### src/rtl/sel_demux1_2.sv
// 1-to-2 valid/ready stream distributor with a 2-entry buffer and a delivered-beat counter per lane.
// Optional packet lock (macro SEL_DEMUX_PKT_LOCK_EN) keeps every beat of a packet on the lane of its first beat.
module sel_demux1_2 #(
    parameter int DATA_W = 8,
    parameter int CNT_W  = 16
) (
    input  logic              CLK,
    input  logic              RST_N,
    input  logic [DATA_W-1:0] IN_DATA,
    input  logic              IN_SEL,
    input  logic              IN_VALID,
`ifdef SEL_DEMUX_PKT_LOCK_EN
    input  logic              IN_LAST,
    output logic              OUT0_LAST,
    output logic              OUT1_LAST,
`endif
    output logic              IN_READY,
    output logic [DATA_W-1:0] OUT0_DATA,
    output logic              OUT0_VALID,
    input  logic              OUT0_READY,
    output logic [DATA_W-1:0] OUT1_DATA,
    output logic              OUT1_VALID,
    input  logic              OUT1_READY,
    output logic [CNT_W-1:0]  CNT0,
    output logic [CNT_W-1:0]  CNT1
);

    logic [DATA_W-1:0] mem [2][2];
    logic              wp  [2];
    logic              rp  [2];
    logic [1:0]        occ [2];
    logic [CNT_W-1:0]  dcnt [2];

    logic       route_lane;
    logic       push;
    logic [1:0] push_v;
    logic [1:0] pop_v;
    logic [1:0] out_ready;

    assign out_ready = {OUT1_READY, OUT0_READY};

    // Ready looks only at registered occupancy, so a pop never passes space through in the same cycle.
    assign IN_READY = (occ[route_lane] != 2'd2);
    assign push     = IN_VALID & IN_READY;
    assign push_v   = {push & route_lane, push & ~route_lane};

    always_comb begin
        pop_v = 2'b00;
        for (int l = 0; l < 2; l++) begin
            pop_v[l] = (occ[l] != 2'd0) & out_ready[l];
        end
    end

`ifdef SEL_DEMUX_PKT_LOCK_EN
    typedef enum logic {IDLE, LOCKED} lock_state_t;

    lock_state_t state, state_nxt;
    logic        lock_lane, lock_lane_nxt;
    logic        last_mem [2][2];

    always_ff @(posedge CLK) begin
        if (!RST_N) begin
            state     <= IDLE;
            lock_lane <= 1'b0;
        end else begin
            state     <= state_nxt;
            lock_lane <= lock_lane_nxt;
        end
    end

    always_comb begin
        state_nxt     = state;
        lock_lane_nxt = lock_lane;
        case (state)
            IDLE: begin
                if (push && !IN_LAST) begin
                    state_nxt     = LOCKED;
                    lock_lane_nxt = IN_SEL;
                end
            end
            LOCKED: begin
                if (push && IN_LAST) state_nxt = IDLE;
            end
            default: state_nxt = IDLE;
        endcase
    end

    always_comb begin
        route_lane = IN_SEL;
        if (state == LOCKED) route_lane = lock_lane;
    end

    always_ff @(posedge CLK) begin
        if (!RST_N) begin
            for (int l = 0; l < 2; l++) begin
                last_mem[l][0] <= 1'b0;
                last_mem[l][1] <= 1'b0;
            end
        end else begin
            for (int l = 0; l < 2; l++) begin
                if (push_v[l]) last_mem[l][wp[l]] <= IN_LAST;
            end
        end
    end

    assign OUT0_LAST = last_mem[0][rp[0]];
    assign OUT1_LAST = last_mem[1][rp[1]];
`else
    assign route_lane = IN_SEL;
`endif

    // Lane buffers: push and pop on the same lane leave occupancy unchanged while both pointers move.
    always_ff @(posedge CLK) begin
        if (!RST_N) begin
            for (int l = 0; l < 2; l++) begin
                mem[l][0] <= '0;
                mem[l][1] <= '0;
                wp[l]     <= 1'b0;
                rp[l]     <= 1'b0;
                occ[l]    <= 2'd0;
                dcnt[l]   <= '0;
            end
        end else begin
            for (int l = 0; l < 2; l++) begin
                if (push_v[l]) begin
                    mem[l][wp[l]] <= IN_DATA;
                    wp[l]         <= ~wp[l];
                end
                if (pop_v[l]) begin
                    rp[l]   <= ~rp[l];
                    dcnt[l] <= dcnt[l] + 1'b1;
                end
                case ({push_v[l], pop_v[l]})
                    2'b10:   occ[l] <= occ[l] + 2'd1;
                    2'b01:   occ[l] <= occ[l] - 2'd1;
                    default: occ[l] <= occ[l];
                endcase
            end
        end
    end

    assign OUT0_VALID = (occ[0] != 2'd0);
    assign OUT1_VALID = (occ[1] != 2'd0);
    assign OUT0_DATA  = mem[0][rp[0]];
    assign OUT1_DATA  = mem[1][rp[1]];
    assign CNT0       = dcnt[0];
    assign CNT1       = dcnt[1];

endmodule

### config.mk
export PLATFORM = sky130hd
export DESIGN_NAME = sel_demux1_2
export DESIGN_NICKNAME = d
export VERILOG_FILES = /design/src/rtl/sel_demux1_2.sv
export SDC_FILE = /design/constraint.sdc
export NUM_CORES = 1
export LEC_CHECK = 0
export CAP_MARGIN = 20
export CORE_MARGIN = 5
export CORE_UTILIZATION = 53
export CTS_CLUSTER_SIZE = 30
export DETAILED_ROUTE_END_ITERATION = 6
export PLACE_DENSITY = 0.9
export SLEW_MARGIN = 15
export SYNTH_ARGS = -nofsm -noshare
export SYNTH_HDL_FRONTEND = slang
export SYNTH_SLANG_ARGS = --single-unit
### constraint.sdc
create_clock -name CLK -period 2.5 [get_ports CLK]
set_clock_uncertainty 0.2 [all_clocks]
set_input_delay 0.5 -clock CLK [delete_from_list [all_inputs] [get_ports CLK]]
set_output_delay 0.5 -clock CLK [all_outputs]
set_load 0.01 [all_outputs]
==> impl_metrics.ini <==
[power]
leakagePower_nw = 1.74
seqPwrFrac = 0.503
power.internal_w = 0.00227
pwr_density_cell_mw_per_mm2 = 687
peakVddDrop_mv = 0.356
comb_power_share = 0.230
p_sw_frac = 0.291
power_frac_clock = 0.266
power.switching_w = 0.000932
power.total_w = 0.00320

[place]
numPortBuffers = 64
post-dp-hpwl_um = 5280
placed_cell_area_mm2 = 0.00442
dp_cells = 443
dp_slack_ns = -0.0945
gp_congestion = 0.817

[synthesis]
yosys_warnings = 0
synth_cell_types = 37
netlist_instances = 297
synth-edff-count = 72
synth_area_leader_cell = edfxtp_1
async_flop_share = 0
yosysMostFrequentCell = edfxtp_1
syn-num-nets = 318
synth_area_mm2 = 0.00364
yosysTopAreaCellShare = 0.594
synthFlopType = edfxtp_1
synth_common_cells = edfxtp_1, nor2_1, and2_1
synth_seq_area_share = 0.594
synth-seq-cells = 72
ys_top_cells_by_area = edfxtp_1, and2_1, mux2_2, nor2_1, xor2_1
syn_avg_cell_area_um2 = 12.3

[route]
final_antenna_net_count = 0
vias_per_cell = 5.43
drt-initial-drc-count = 143
first_pass_iters = 5
route.detailed.drc = 0
via_count = 2510
routed_wl_um = 7380
wl_per_cell_um = 16.0

[global_route]
grt_use_total = 0.180
grt_pass1_wl_um = 12100
grt_max_degree = 35
antenna_found_initial = 0
overflow = 0
grt_pass1_vias = 2509

[critical_path]
end_kind = output port
critPathMaxStageDelay_ns = 0.55
critical-path-top-delay-family = buffers and inverters
cp_cell_sequence = buf_12, mux2_2, clkdlybuf4s50_1
path_depth = 3
worstPathArrival_ns = 1.69
path_buf_inv = 2
path_max_fanout = 9
setup.worst_path.class = register to output port
startpoint_type = register
r2r_cells = 6
crit_path_top_delay_cell = clkdlybuf4s50_1
required_ns = 1.80

[die]
dieHeight_um = 92.9
start_util = 0.539
io-pin-count = 65
dieWidth_um = 92.9
row_count = 30
core-area_mm2 = 0.00676
dieArea_mm2 = 0.00863

[finish]
multi_input_area_mm2 = 0.00136
nets = 398
n_fill_cell = 488
antenna_cells = 0
regArea_mm2 = 0.00216
instances_no_fill = 462
syn2layout_area_growth_pct = 27.8
fin_area_mm2 = 0.00465
drive_above_1_share = 0.160

[worst_hold_path]
hold_class = register to register
holdPathStages = 1

[run]
maxCapViolations = 0

[clock_tree]
ctsRootBufferMaster = clkbuf_8
h-tree-depth = 3
clk_pin_slew_worst_paths_ns = 0.08
clk-insertion-delay-late_ns = 0.34
cts_buffers = 9
clock_sinks = 72
cts_buffer_depth = 2
cts_tree = built

[sta]
slew_violations = 0
layout_setup_ws_ns = 0.110
hold_violations = 0
rsz0062_at_grt = false
setup_viol = 0
slew_headroom = 0.416
setup_tns_ns = 0
max_slew.worst_pin.slew_ns = 0.873
fin_crit_sh = 0.956
clock.fmax_ghz = 0.418
fin_crit_ns = 2.39

[run_status]
status = finished clean
==> power by group through the flow <==
stage          logic, W  registers [W]  clock network [W]
2_1_floorplan  0.000331        0.00164                  0
3_3_place_gp   0.000680        0.00164                  0
3_5_place_dp   0.000702        0.00165                  0
4_1_cts        0.000747        0.00161           0.000869
5_1_grt        0.000802        0.00163           0.000931
6_report       0.000737        0.00161           0.000852
==> cell families (layout without fill, tap and decap cells) <==
group / after synthesis / in the layout / synth area share
compound gates: 15 / 15 / 0.0261
xor+xnor: 26 / 26 / 0.0625
fa+ha+maj: 7 / 7 / 0.0240
buf+inv: 26 / 111 / 0.0344
flops: 72 / 72 / 0.594
mux: 17 / 17 / 0.0522
simple gates: 134 / 134 / 0.207
==> worst register-to-register path, cell delays in order (launching register included) <==
cell and delay, ns:
edfxtp_1 0.43, or2_1 0.26, nand2_1 0.16, inv_4 0.04, buf_4 0.13, o21ai_4 0.67, nor2_1 0.14
==> sequential cells by signal, indices dropped and copies added, names as in the netlist <==
register	count
dcnt	32
rp	2
wp	2
occ	4
mem	32
==> routing by layer <==
layer  up-vias  part of all wire  wire length (um)  global-route usage
li1       1211                 -                 -                   -
met1      1217              0.43              3150               0.221
met2        66              0.51              3780               0.308
met3        16             0.038               281              0.0317
met4         0             0.023               172              0.0830
met5         -                 0                 0                   0
==> per-stage QoR <==
step | util | hold slack, ns
floorplan | - | 0.344
global placement | 0.654 | 0.360
detailed placement | 0.654 | 0.371
CTS | 0.689 | 0.384
global route | 0.689 | 0.411
finish | 0.689 | 0.394
==> what timing repair did <==
| action | in CTS | in global routing |
|---|---|---|
| hold buffers | 0 | 0 |
| setup endpoints to repair | 15 | 0 |
| gates resized for setup | 1 | 0 |
| buffers inserted | 3 | 0 |
==> area by class of cell <==
cell class / count / area share
Sequential cell: 72 / 0.465
Multi-Input combinational cell: 199 / 0.291
Timing Repair Buffer: 82 / 0.172
Clock buffer: 9 / 0.0266
Tap cell: 80 / 0.0215
Clock inverter: 7 / 0.0134
Inverter: 13 / 0.0110
==> cells in the final DEF (no fill, tap or decap), types with 4 or more instances in the layout <==
master           netlist  routed
and2_1                34      34
and3_1                 4       4
buf_4                  0      16
clkbuf_8               0       9
clkdlybuf4s50_1        0      63
edfxtp_1              72      72
ha_1                   7       7
inv_1                 11      11
mux2_2                16      16
nand2_1               14      14
nand2b_1               5       5
nand3_1               10      10
nand4_1                7       7
nor2_1                36      36
nor3_1                 6       6
o21ai_0                8       8
or3_1                  4       4
xnor2_1               12      12
xor2_1                14      14
==> worst paths after layout <==
check	start	to	slack, ns
worst max-delay path	rp[0][1]	OUT1_DATA[0]	0.11
worst min-delay path	occ[1][0]	occ[1][0]	0.39
worst max register to register	occ[0][0]	dcnt[0][12]	0.19
worst min register to register	occ[1][0]	occ[1][0]	0.39
Power figures use the tool's default switching activity.
==> patch 1: new RTL, same settings <==
The parameter `DATA_W` goes from 8 to 6.
--- a/src/rtl/sel_demux1_2.sv
+++ b/src/rtl/sel_demux1_2.sv
@@ -2,5 +2,5 @@
 // Optional packet lock (macro SEL_DEMUX_PKT_LOCK_EN) keeps every beat of a packet on the lane of its first beat.
 module sel_demux1_2 #(
-    parameter int DATA_W = 8,
+    parameter int DATA_W = 6,
     parameter int CNT_W  = 16
 ) (
Ports: changed (resized IN_DATA, OUT0_DATA and OUT1_DATA); port bits go from 65 to 59. No check against the original RTL was run, so the function may have changed too.
==> patch 1 against the original RTL <==
- wire length is 5.3% higher
- first-iteration DRC count is 31% higher
- combinational power shrank 8.4%
- synthesized area down 2.5%
- register-to-register slack improved by 50 ps
- setup slack worse by 38 ps
- global-route usage up 0.70 points
- die area shrank 2.2%
- sequential cell count shrank 8
- critical path depth shrank 1
- design area down 4.1%
- power down 4.4%
==> patch 1: results (changes against the original RTL) <==
----------------------------------------------------
[Yosys]
  Leading post-synthesis cells by cell area ... edfxtp_1 (54%), and2_1 (4.4%), o211ai_1 (4.2%) (was edfxtp_1 (59%), and2_1 (5.8%), mux2_2 (4.9%))
  Most used standard cells in the synthesized netlist ... edfxtp_1 (64), and2_1 (25), inv_1 (24) (was edfxtp_1 (72), nor2_1 (36), and2_1 (34))
  Post-synthesis sequential area ratio ... 0.541 (was 0.594)
  Syn_nets ... 327 (was 318)
  Post-synth EDFFs ... 64 (was 72)
  Synth cell types ... 42 (was 37)

[Global route]
  Overall routing resource usage ... 0.187 (was 0.180)
  Number of global-route vias before repair ... 2721 (was 2509)
  Pin count of the biggest net entering global routing ... 22 (was 35)
  Global-route wire length before repair ... 12.8 mm (was 12.1 mm)

[Setup path]
  Slowest library cell on the worst path ... edfxtp_1 (was clkdlybuf4s50_1)
  Critical path's top delay family ... flip-flops (was buffers and inverters)
  Largest driver fanout on the critical path ... 7 (was 9)
  Max stage delay on crit path ... 530 ps (was 550 ps)

[Power and ir drop]
  Sw Pwr ... 844 µW (was 932 µW)
  Leakage power summed over all cells ... 0.00158 µW (was 0.00174 µW)
  Worst supply voltage drop on vdd ... 434 µV (was 356 µV)

[Placed design]
  Worst Setup Slack post-DPL ... -145 ps (was -94.5 ps)
  Standard cell area after detailed placement ... 4270 µm² (was 4420 µm²)
  Gp weighted congestion ... 0.775 (was 0.817)
  Post-DP HPWL ... 5.56 mm (was 5.28 mm)
  # port buffers ... 58 (was 64)

[Cells and area]
  Area growth syn-to-layout ... 25.7% (was 27.8%)
  Fraction of final layout cells with drive strength greater than 1 ... 0.140 (was 0.160)
  Registers with the most flip-flops ... dcnt: 32 flops, mem: 24 flops, occ: 4 flops (was dcnt: 32 flops, mem: 32 flops, occ: 4 flops)
  Final-stage net count ... 402 (was 398)
  Fillers ... 449 (was 488)

[Detailed routing]
  WL final ... 7.77 mm (was 7.38 mm)
  Iteration-0 DRC Markers ... 187 (was 143)

[Clock tree]
  Clock transition at the register clock pins on the worst setup and hold paths after CTS ... 60 ps (was 80 ps)
  Buffers inserted by post-CTS timing repair ... 0 (was 3)

[Timing]
  Pin slew with the least headroom to its limit ... 495 ps (was 873 ps)

[Run status]
  Run status ... finished, final reports clean (unchanged)

----------------------------------------------------
==> patch 1: cell types whose count changed after synthesis, moves of 10 or more <==
cell      delta
nor2_1      -17
inv_1       +13
o211ai_1    +20
xnor2_1     -10
==> patch 1: metal layers <==
metal  GRT usage  part of all wire
met1       0.240              0.42
met2       0.315              0.52
met3      0.0319             0.047
met4      0.0780             0.013
met5           0                 0
==> patch 1: area by class of cell <==
| cell class | count | area share |
|---|---|---|
| sequential | 64 | 0.430 |
| multi-input combinational | 206 | 0.320 |
| timing repair buffer | 78 | 0.163 |
| clock buffer | 9 | 0.0277 |
| tap | 77 | 0.0216 |
| inverter | 24 | 0.0202 |
| clock inverter | 6 | 0.0168 |
==> patch 1: power by group through the flow <==
stage               registers (µW)  clock network (µW)  logic, µW
detailed placement            1480                   0        675
floorplan                     1480                   0        334
global placement              1480                   0        648
CTS                           1460                 929        680
global route                  1480                 975        732
finish                        1460                 920        675
==> patch 1: stage by stage <==
stage	std cells	setup TNS, ps	total power, µW
floorplan	308	0	1810
global placement	449	-160	2120
detailed placement	449	-378	2160
CTS	464	0	3070
global route	464	0	3190
finish	464	0	3060
==> patch 1: cell families after synthesis <==
group | after synthesis | synth area share
mux | 22 | 0.0662
buf+inv | 38 | 0.0567
simple gates | 116 | 0.197
compound gates | 54 | 0.0972
flops | 64 | 0.541
xor+xnor | 7 | 0.0173
fa+ha+maj | 7 | 0.0247
==> patch 1: worst paths after layout <==
check / startpoint / end / slack, ps / cells past startpoint
worst max-delay path: rp[0][1] / OUT1_DATA[5] / 70 / 2
worst min-delay path: wp[0][1] / wp[0][1] / 430 / 1
worst max register to register: occ[0][0] / occ[1][1] / 240 / 7
worst min register to register: wp[0][1] / wp[0][1] / 430 / 1
==> patch 2: new RTL, same settings <==
Without the edit above. Put a register stage on the outputs `CNT0` and `CNT1`, without a reset. The values now appear one clock later. The other outputs are not delayed to match.
--- a/src/rtl/sel_demux1_2.sv
+++ b/src/rtl/sel_demux1_2.sv
@@ -144,6 +144,8 @@
     assign OUT0_DATA  = mem[0][rp[0]];
     assign OUT1_DATA  = mem[1][rp[1]];
-    assign CNT0       = dcnt[0];
-    assign CNT1       = dcnt[1];
+    always_ff @(posedge CLK) begin
+        CNT0 <= dcnt[0];
+        CNT1 <= dcnt[1];
+    end
 
 endmodule
Formal check against the unedited RTL: not equivalent (a bounded check fails within 4 cycles, from zero or initial values).
==> patch 2 against the original RTL <==
- non-clock buffer count increased by 3
- critical path depth stayed put
- sequential cell count up 32
- register-to-register slack better by 90 ps
- design area grew 21%
- power is 26% higher
- synthesized area rose by 25%
- wire length rose by 18%
- global-route usage decreased by 0.62 points
- setup slack got worse by 38 ps
- utilization shrank 1.0 points
- cell count increased by 19%
- combinational power up 4.3%
==> patch 2: results (changes against the original RTL) <==
----------------------------------------------------
[Run status]
  Run status ... finished, final reports clean (unchanged)

[Cells and area]
  Fraction of final layout cells with drive strength greater than 1 ... 0.174 (was 0.160)
  Registers with the most flip-flops ... dcnt: 32 flops, mem: 32 flops (was dcnt: 32 flops, mem: 32 flops, occ: 4 flops)
  Fillers ... 620 (was 488)

[Global route]
  Pin count of the biggest net entering global routing ... 27 (was 35)
  Global-route wire length before repair ... 14.2 mm (was 12.1 mm)
  Number of antenna violations at the first check in global routing ... 0 (unchanged)
  Number of global-route vias before repair ... 2998 (was 2509)
  Met3 GRT Util ... 0.0338 (was 0.0317)
  Global routing usage on met2 ... 0.302 (was 0.308)
  Global routing usage on met1 ... 0.218 (was 0.221)

[Yosys]
  Post-synthesis share of cell area spent on full adders, half adders and majority gates ... 0.0193 (was 0.0240)
  Post-synthesis sequential area ratio ... 0.617 (was 0.594)
  YS warnings ... 0 (unchanged)
  Syn_nets ... 377 (was 318)
  Share of the synthesized area in compound gates (AO/OA/AOI/OAI) ... 0.0849 (was 0.0261)
  Most used standard cells in the synthesized netlist ... edfxtp_1 (72), and2_1 (33), dfxtp_1 (32) (was edfxtp_1 (72), nor2_1 (36), and2_1 (34))
  Mux contribution to synthesized area ... 0.0617 (was 0.0522)
  Synth cell types ... 40 (was 37)
  Leading post-synthesis cells by cell area ... edfxtp_1 (48%), dfxtp_1 (14%), and2_1 (4.5%) (was edfxtp_1 (59%), and2_1 (5.8%), mux2_2 (4.9%))

[Placed design]
  Standard cell area after detailed placement ... 5380 µm² (was 4420 µm²)
  Post-DP HPWL ... 6.07 mm (was 5.28 mm)

[Setup path]
  Largest driver fanout on the critical path ... 8 (was 9)
  Critical Path AT ... 1730 ps (was 1690 ps)
  Worst setup path start ... rp[0][0] (was rp[0][1])
  Endpoint kind of the worst setup timing path ... output pin (unchanged)

[Detailed routing]
  WL final ... 8.69 mm (was 7.38 mm)
  Iteration-0 DRC Markers ... 120 (was 143)
  Average vias per placed instance ... 5.43 (about the same)

[Power and ir drop]
  Worst supply voltage drop on vdd ... 480 µV (was 356 µV)
  Pint ... 2930 µW (was 2270 µW)

[Clock tree]
  Later-pin clock latency in the skew report ... 360 ps (was 340 ps)

[Hold path]
  Worst hold path startpoint ... dcnt[0][31] (was occ[1][0])

----------------------------------------------------
-- patch 2: repair_timing --
action,in CTS,in global routing
buffers inserted,3,0
gates resized for setup,1,2
endpoints found under the setup margin,17,4
-- patch 2: kinds of logic after synthesis --
logic type,count (synthesis)
buffers and inverters,38
muxes,26
DFF,104
xor gates and xnor gates,7
AOI/OAI and AO/OA,51
adders and majority gates,7
and+or+nand+nor,123
-- patch 2: worst paths after layout --
check                               endpoint  slack (ps)  cells past startpoint
worst max register to register     occ[1][1]         280                      6
worst max-delay path            OUT0_DATA[6]          70                      3
worst min register to register      CNT1[15]         240                      0
worst min-delay path                CNT1[15]         240                      0
-- patch 2: area by class of cell --
type                    instances  area [µm²]  area share
well taps                     105         131      0.0233
multi-input cells             214        1580       0.280
clock buffers                  10         128      0.0227
flip-flops and latches        104        2800       0.497
inverters                      24        90.1      0.0160
repair buffers                 85         837       0.149
clock inverters                 6        68.8      0.0122
-- patch 2: stage by stage --
stage               cells  setup slack [ps]
detailed placement    529              -346
global placement      529              -209
CTS                   548              33.1
finish                548              71.9
global route          548              5.15
floorplan             356              19.0
-- patch 2: layer usage --
layer  part of all wire  vias up
li1                   -     1463
met1               0.42     1440
met2               0.52       62
met3              0.041       12
met4              0.015        0
met5                  0        -
-- patch 2: power groups by stage --
stage | logic, µW | clock network [µW] | registers (µW)
2_1_floorplan | 371 | 0 | 2230
3_3_place_gp | 709 | 0 | 2240
3_5_place_dp | 734 | 0 | 2260
4_1_cts | 776 | 1050 | 2200
5_1_grt | 837 | 1140 | 2230
6_report | 769 | 1050 | 2200
